==> src/rtl/rr_mux_reg.sv <==
// rtl/rr_mux_reg.sv - N-channel registered mux with fixed-select or round-robin grant and valid/ready output.
// Optional transfer counter port xfer_cnt enabled by defining RR_MUX_REG_CNT_EN.
module rr_mux_reg #(
  parameter int WIDTH    = 16,
  parameter int CHANNELS = 4,
  parameter int SEL_W    = 2
) (
  input  logic                      clk,
  input  logic                      rst,
  input  logic [CHANNELS*WIDTH-1:0] in_data,
  input  logic [CHANNELS-1:0]       in_valid,
  output logic [CHANNELS-1:0]       in_ready,
  input  logic                      mode,
  input  logic [SEL_W-1:0]          sel,
  output logic [WIDTH-1:0]          out_data,
  output logic [SEL_W-1:0]          out_chan,
  output logic                      out_valid,
  input  logic                      out_ready
`ifdef RR_MUX_REG_CNT_EN
  ,
  output logic [15:0]               xfer_cnt
`endif
);

  logic             load;
  logic             xfer;
  logic [SEL_W-1:0] gnt;
  logic             gnt_vld;
  logic [WIDTH-1:0] gnt_data;
  logic [SEL_W-1:0] rr_ptr;

  assign load = !out_valid || out_ready;

  // Round-robin search starts one past the last winner so every valid channel is served in turn.
  always_comb begin
    gnt     = '0;
    gnt_vld = 1'b0;
    if (!mode) begin
      if (int'(sel) < CHANNELS) begin
        gnt     = sel;
        gnt_vld = in_valid[sel];
      end
    end else begin
      for (int k = 1; k <= CHANNELS; k++) begin
        if (!gnt_vld && in_valid[(int'(rr_ptr) + k) % CHANNELS]) begin
          gnt     = SEL_W'((int'(rr_ptr) + k) % CHANNELS);
          gnt_vld = 1'b1;
        end
      end
    end
  end

  always_comb begin
    gnt_data = '0;
    for (int i = 0; i < CHANNELS; i++) begin
      if (gnt == SEL_W'(i)) begin
        gnt_data = in_data[i*WIDTH +: WIDTH];
      end
    end
  end

  always_comb begin
    in_ready = '0;
    for (int i = 0; i < CHANNELS; i++) begin
      in_ready[i] = load && gnt_vld && (gnt == SEL_W'(i));
    end
  end

  // gnt_vld already implies in_valid of the granted channel.
  assign xfer = load && gnt_vld;

  always_ff @(posedge clk or posedge rst) begin
    if (rst) begin
      out_data  <= '0;
      out_chan  <= '0;
      out_valid <= 1'b0;
      rr_ptr    <= SEL_W'(CHANNELS - 1);
    end else begin
      if (xfer) begin
        out_data  <= gnt_data;
        out_chan  <= gnt;
        out_valid <= 1'b1;
        if (mode) begin
          rr_ptr <= gnt;
        end
      end else if (out_ready) begin
        out_valid <= 1'b0;
      end
    end
  end

`ifdef RR_MUX_REG_CNT_EN
  always_ff @(posedge clk or posedge rst) begin
    if (rst) begin
      xfer_cnt <= 16'd0;
    end else if (xfer) begin
      xfer_cnt <= xfer_cnt + 16'd1;
    end
  end
`endif

endmodule
==> config.mk <==
export PLATFORM = sky130hd
export DESIGN_NAME = rr_mux_reg
export DESIGN_NICKNAME = d
export VERILOG_FILES = /design/src/rtl/rr_mux_reg.sv
export SDC_FILE = /design/constraint.sdc
export NUM_CORES = 1
export LEC_CHECK = 0
export ABC_AREA = 1
export CORE_MARGIN = 2
export CORE_UTILIZATION = 40
export DETAILED_ROUTE_END_ITERATION = 12
export GPL_TIMING_DRIVEN = 0
export PLACE_DENSITY = 0.93
export SLEW_MARGIN = 20
export SYNTH_ARGS = -nofsm -noshare
export SYNTH_HDL_FRONTEND = slang
export SYNTH_SLANG_ARGS = --single-unit
==> constraint.sdc <==
create_clock -name clk -period 4.1 [get_ports clk]
set_input_delay 0.82 -clock clk [delete_from_list [all_inputs] [get_ports clk]]
set_output_delay 0.82 -clock clk [all_outputs]
set_load 0.05 [all_outputs]
# After elaboration in Yosys (flattened, before gate mapping)
# Cells that the tools add are included.
# totals
ff_bits	21
in_bits	74
# classes
n_addsub	4
order_cmp	5
n_eq_ne	3
muxes	33
bitwise_logic	4
reduce_logical	20
# op_table
operator	count
$mux 16	4
$mux 1	19
$lt 3x4->1 const B	4
$bmux 1 s2	5
$mux 2	5
$logic_and 1x1->1	8
$reduce_or 2->1	4
$add 2x1->2 const B	2
$add 2x2->2 const B	2
$and 1x1->1 const A	4
$eq 2x2->1 const B	2
$logic_not 1->1	4
$lt 2x3->1 const B	1
$eq 2x1->1 const B	1
$logic_not 2->1	1
$reduce_and 2->1	1
$reduce_bool 2->1	1
$logic_or 1x1->1	1

# Depth between registers and ports, before layout
# logic_depth
depth_word	25
ltp_mapped	18
depth_no_buf	16

# Worst setup path after synthesis
# Ideal clock, no wire load.
# synth_timing
kind	in2out
startpoint	in in_valid[2]
endpoint	out in_ready[0]
arrival_ns	2.796
t_required_ns	3.280
path_slack_ns	0.484
path_stages	12
path_buffers	1
cell_sequence	nand2_1 nand2_1 nand2_1 nand2_2 nor2_2 nand3_1 nand2_2 inv_2 nand2_4 nand2_8 buf_2 nor3_1
# synth_via
elab_chain_len	19
elab_cells_between_ends	36
classes_between	mux (27); reduce/logical (9)
# synth_rtl
element	line_no	text
from (decl)	11	input logic [CHANNELS-1:0] in_valid,
$bmux 1 s2	45	if (!gnt_vld && in_valid[(int'(rr_ptr) + k) % CHANNELS]) begin
$mux 1 (not written as such) (2 in series)	45	
$mux 1	45	
$mux 1	38	if (!mode) begin
$logic_not 1->1	45	
$logic_and 1x1->1	45	
$mux 1	45	
$mux 1	38	
(+2 left out)	--	
$mux 1	45	
$mux 1	38	
$logic_not 1->1	45	
$logic_and 1x1->1	45	
$mux 2 / $mux 1 (equally long branches)	45	
$mux 2 / $mux 1 (equally long branches)	38	
$logic_not 2->1 / $logic_and 1x1->1 (equally long branches)	65	in_ready[i] = load && gnt_vld && (gnt == SEL_W'(i));
$logic_and 1x1->1 (*)	65	
to (decl)	12	output logic [CHANNELS-1:0] in_ready,
# Every way passes the cells marked *; elsewhere a longest branch is shown, timed or not. The select of a mux whose other input is x is not followed.

# Worst setup path in the final report
# layout_timing
startpoint	in in_valid[0]
endpoint	out in_ready[3]
# layout_via
elab_chain_len	19
elab_cells_between_ends	36
classes_between	eq/ne (1); mux (27); reduce/logical (8)
# layout_rtl
element	line_no
$bmux 1 s2	45
$mux 1 (not written as such) (2 in series)	45
$mux 1	45
$mux 1	38
$logic_not 1->1	45
$logic_and 1x1->1	45
$mux 1	45
$mux 1	38
(+2 left out)	--
$mux 1	45
$mux 1	38
$logic_not 1->1	45
$logic_and 1x1->1	45
$mux 2 / $mux 1 (equally long branches)	45
$mux 2 / $mux 1 (equally long branches)	38
$eq 2x2->1 / $logic_and 1x1->1 (equally long branches)	65
$logic_and 1x1->1 (*)	65
# Marks and branches as above.

==> impl_metrics.env <==
export IMPL_layout_drive_gt1_share_pct=9.92
export IMPL_drt_drc_violations_left=0
export IMPL_postSynthRegisterBits=21
export IMPL_cts_sinks=21
export IMPL_finalWeightedCongestion=0.912
export IMPL_total_power_uw=2090
export IMPL_worstReg2RegStart="rr_ptr[0]"
export IMPL_timing_rr_end="out_data[2]"
export IMPL_nets=458
export IMPL_synth_warnings=0
export IMPL_dieHeight_um=70.1
export IMPL_synth_cell_type_count=25
export IMPL_areaGrowthSynthToFinish_pct=60.3
export IMPL_core_area_sq_um=4290
export IMPL_cts_tree="done"
export IMPL_leakage_uw=0.00141
export IMPL_setup_worst_path_class="in -> out"
export IMPL_num_antenna_cells=0
export IMPL_finalSetupViolCount=0
export IMPL_worst_ep_required_time_ps=3280
export IMPL_max_stage_delay_ps=550
export IMPL_sequential_cell_area_fraction_in_the_yosys_report_pct=30.2
export IMPL_worst_tran_pin_value_ps=804
export IMPL_insertion_delay_ps=260
export IMPL_placementRows=24
export IMPL_status="finished clean"
export IMPL_rrSetupSlack_ps=1790
export IMPL_crit_path_cell_trace="clkdlybuf4s50_1 > nand2_1 > nand2_1 > nand2_1 > nand2_1 > nand2_1 > nand2_1 > nand2_1 > nand2_1 > nand2_4 > nand2_8 > buf_2 > nand2_1 > nor2_1 > clkbuf_2"
export IMPL_slew_limit_headroom_pct=46.3
export IMPL_critical_path_most_common_cell="sky130_fd_sc_hd__nand2_1"
export IMPL_final_core_util_pct=65.3
export IMPL_endpoint_kind="output pin"
export IMPL_critical_path_startpoint="in_valid[0]"
export IMPL_hold_violations=0
export IMPL_dp_hpwl_um=4490
export IMPL_clk_pin_slew_ps=70
export IMPL_first_global_vias=2067
export IMPL_arrival_ps=2950
export IMPL_drv_slew=0
export IMPL_post_route_period_util_pct=92.0
export IMPL_worst_hold_slack_ps=479
export IMPL_cts_resized_gates=6
export IMPL_portBuffers=96
export IMPL_setup_ws_ps=328
export IMPL_power_density_nw_per_um2=744
export IMPL_hold_bufs_at_cts=0
export IMPL_placement_setup_worst_slack_ps=-279
export IMPL_synth_cells=283
export IMPL_max_freq_mhz=265
export IMPL_rr_worst_depth=15
export IMPL_mostFrequentLayoutCells="sky130_fd_sc_hd__nand2_1, sky130_fd_sc_hd__clkdlybuf4s50_1, sky130_fd_sc_hd__nand3_1, sky130_fd_sc_hd__inv_1, sky130_fd_sc_hd__dfrtp_1"
export IMPL_post_cts_buffers=0
export IMPL_drt_wl_total_um=5560
export IMPL_clock_buffer_count_from_cts=3
export IMPL_grt_first_pass_wirelength_um=9390
export IMPL_first_iter_violations=163
export IMPL_die_area_sq_um=4910
export IMPL_crit_path_start_kind="input pin"
export IMPL_average_detailed_routed_wire_length_per_instance_um=12.8
export IMPL_worst_hold_path_endpoint="out_data[6]"
export IMPL_dr_total_vias=2154
export IMPL_htree_num_levels=1
export IMPL_netlist_area_leader_share_pct=27.2
export IMPL_worstHoldStart="out_data[6]"
export IMPL_finalClockSkew_ps=2.02
export IMPL_grt_overflow_total=0
export IMPL_synth_avg_cell_area_sq_um=6.18
export IMPL_setup_repair_after_global_routing_missed_its_margin="no"
export IMPL_timing_critical_path_slowest_stage_cell="sky130_fd_sc_hd__clkdlybuf4s50_1"
export IMPL_grt_start_max_net_pins=22
export IMPL_most_common_library_cell_in_the_layout_ignoring_fill_and_taps="sky130_fd_sc_hd__nand2_1"
export IMPL_root_buffer="sky130_fd_sc_hd__clkbuf_8"
export IMPL_floorplan_die_width_um=70.1
export IMPL_clk_path_buf_depth=2
export IMPL_initial_utilization_pct=40.7
export IMPL_postLayoutCellArea_sq_um=2800
export IMPL_vias_per_cell=4.95
export IMPL_io_pins=97
export IMPL_cap_viol_max_count=0
export IMPL_synthTopCellsByArea="sky130_fd_sc_hd__dfrtp_1, sky130_fd_sc_hd__nand2_1, sky130_fd_sc_hd__nand3_1"
export IMPL_grt_antenna_before_repair=0
export IMPL_ir_worst_vdd_v=0.000435
export IMPL_syn_cell_area_sq_um=1750
export IMPL_final_min_clock_period_ps=3770
export IMPL_dpl_cell_area_sq_um=2770
export IMPL_worstHoldPathType="reg -> reg"
export IMPL_crit_path_max_fanout=10
export IMPL_syn_nets=357
export IMPL_ant_nets=0
export IMPL_first_pass_detailed_route_iteration_total=4
export IMPL_total_global_route_track_usage_pct=23.9
export IMPL_min_path_cells=2
export IMPL_yosys_area_top_type="sky130_fd_sc_hd__dfrtp_1"
cells in the mapped netlist, drive strengths merged:
| master | number |
|---|---|
| nand4 | 8 |
| a21oi | 4 |
| nor3 | 1 |
| nand2 | 126 |
| clkinv | 2 |
| o21ai | 29 |
| inv | 34 |
| clkbuf | 2 |
| dfstp | 2 |
| nand3 | 34 |
| nor2 | 12 |
| buf | 10 |
| dfrtp | 19 |
state kept, by name, summed over array words and instances, names as in the netlist:
signal and flops:
rr_ptr 2, out_data 16, out_chan 2, out_valid 1
metrics by stage:
| stage | instances | setup TNS [ps] |
|---|---|---|
| 2_1_floorplan | 283 | 0 |
| 3_3_place_gp | 431 | -808 |
| 3_5_place_dp | 431 | -910 |
| 4_1_cts | 435 | 0 |
| 5_1_grt | 435 | 0 |
| 6_report | 435 | 0 |
layer usage:
metal	GRT usage, %	wire length (um)	up-vias
li1	-	-	1093
met2	39.7	2680	96
met3	5.63	393	20
met5	0	0	-
met1	30.2	2290	945
met4	8.76	202	0
how the worst max path moves through the flow:
| stage | depth (start not counted) | slack (ps) | end |
|---|---|---|---|
| final | 15 | 330 | in_ready[3] |
| after global routing | 15 | 110 | in_ready[3] |
| after CTS | 15 | 20 | in_ready[1] |
| after detailed placement | 15 | -280 | in_ready[1] |
| after global placement | 15 | -260 | in_ready[1] |
| after floorplan | 12 | 480 | in_ready[0] |
critical path, delay by kind of cell:
| family | cells | cell delay, ps |
|---|---|---|
| buffers and inverters | 3 | 1090 |
| AND/OR/NAND/NOR | 12 | 1030 |
report_power, final:
part	internal [uW]	leakage (uW)	switching, uW
sequential	314	0.000256	57.2
clock	67.7	0.0000255	67.5
combinational	542	0.00113	1040
total	924	0.00141	1160
logic make-up after synthesis:
logic type      after synthesis  share of synthesized area (%)
simple gates                181                           47.1
buf+inv                      48                           13.2
compound gates               33                           9.45
flops                        21                           30.2
cell type report:
type                       count  area, sq um
sequential                    21          528
timing repair buffer          96          941
clock inverter                 1         5.00
buffer                        12         93.8
fill                         410         1490
tap                           52         65.1
multi-input combinational    214          988
inverter                      36          140
clock buffer                   3         41.3
Note: power is estimated with default switching activity, not from simulation.
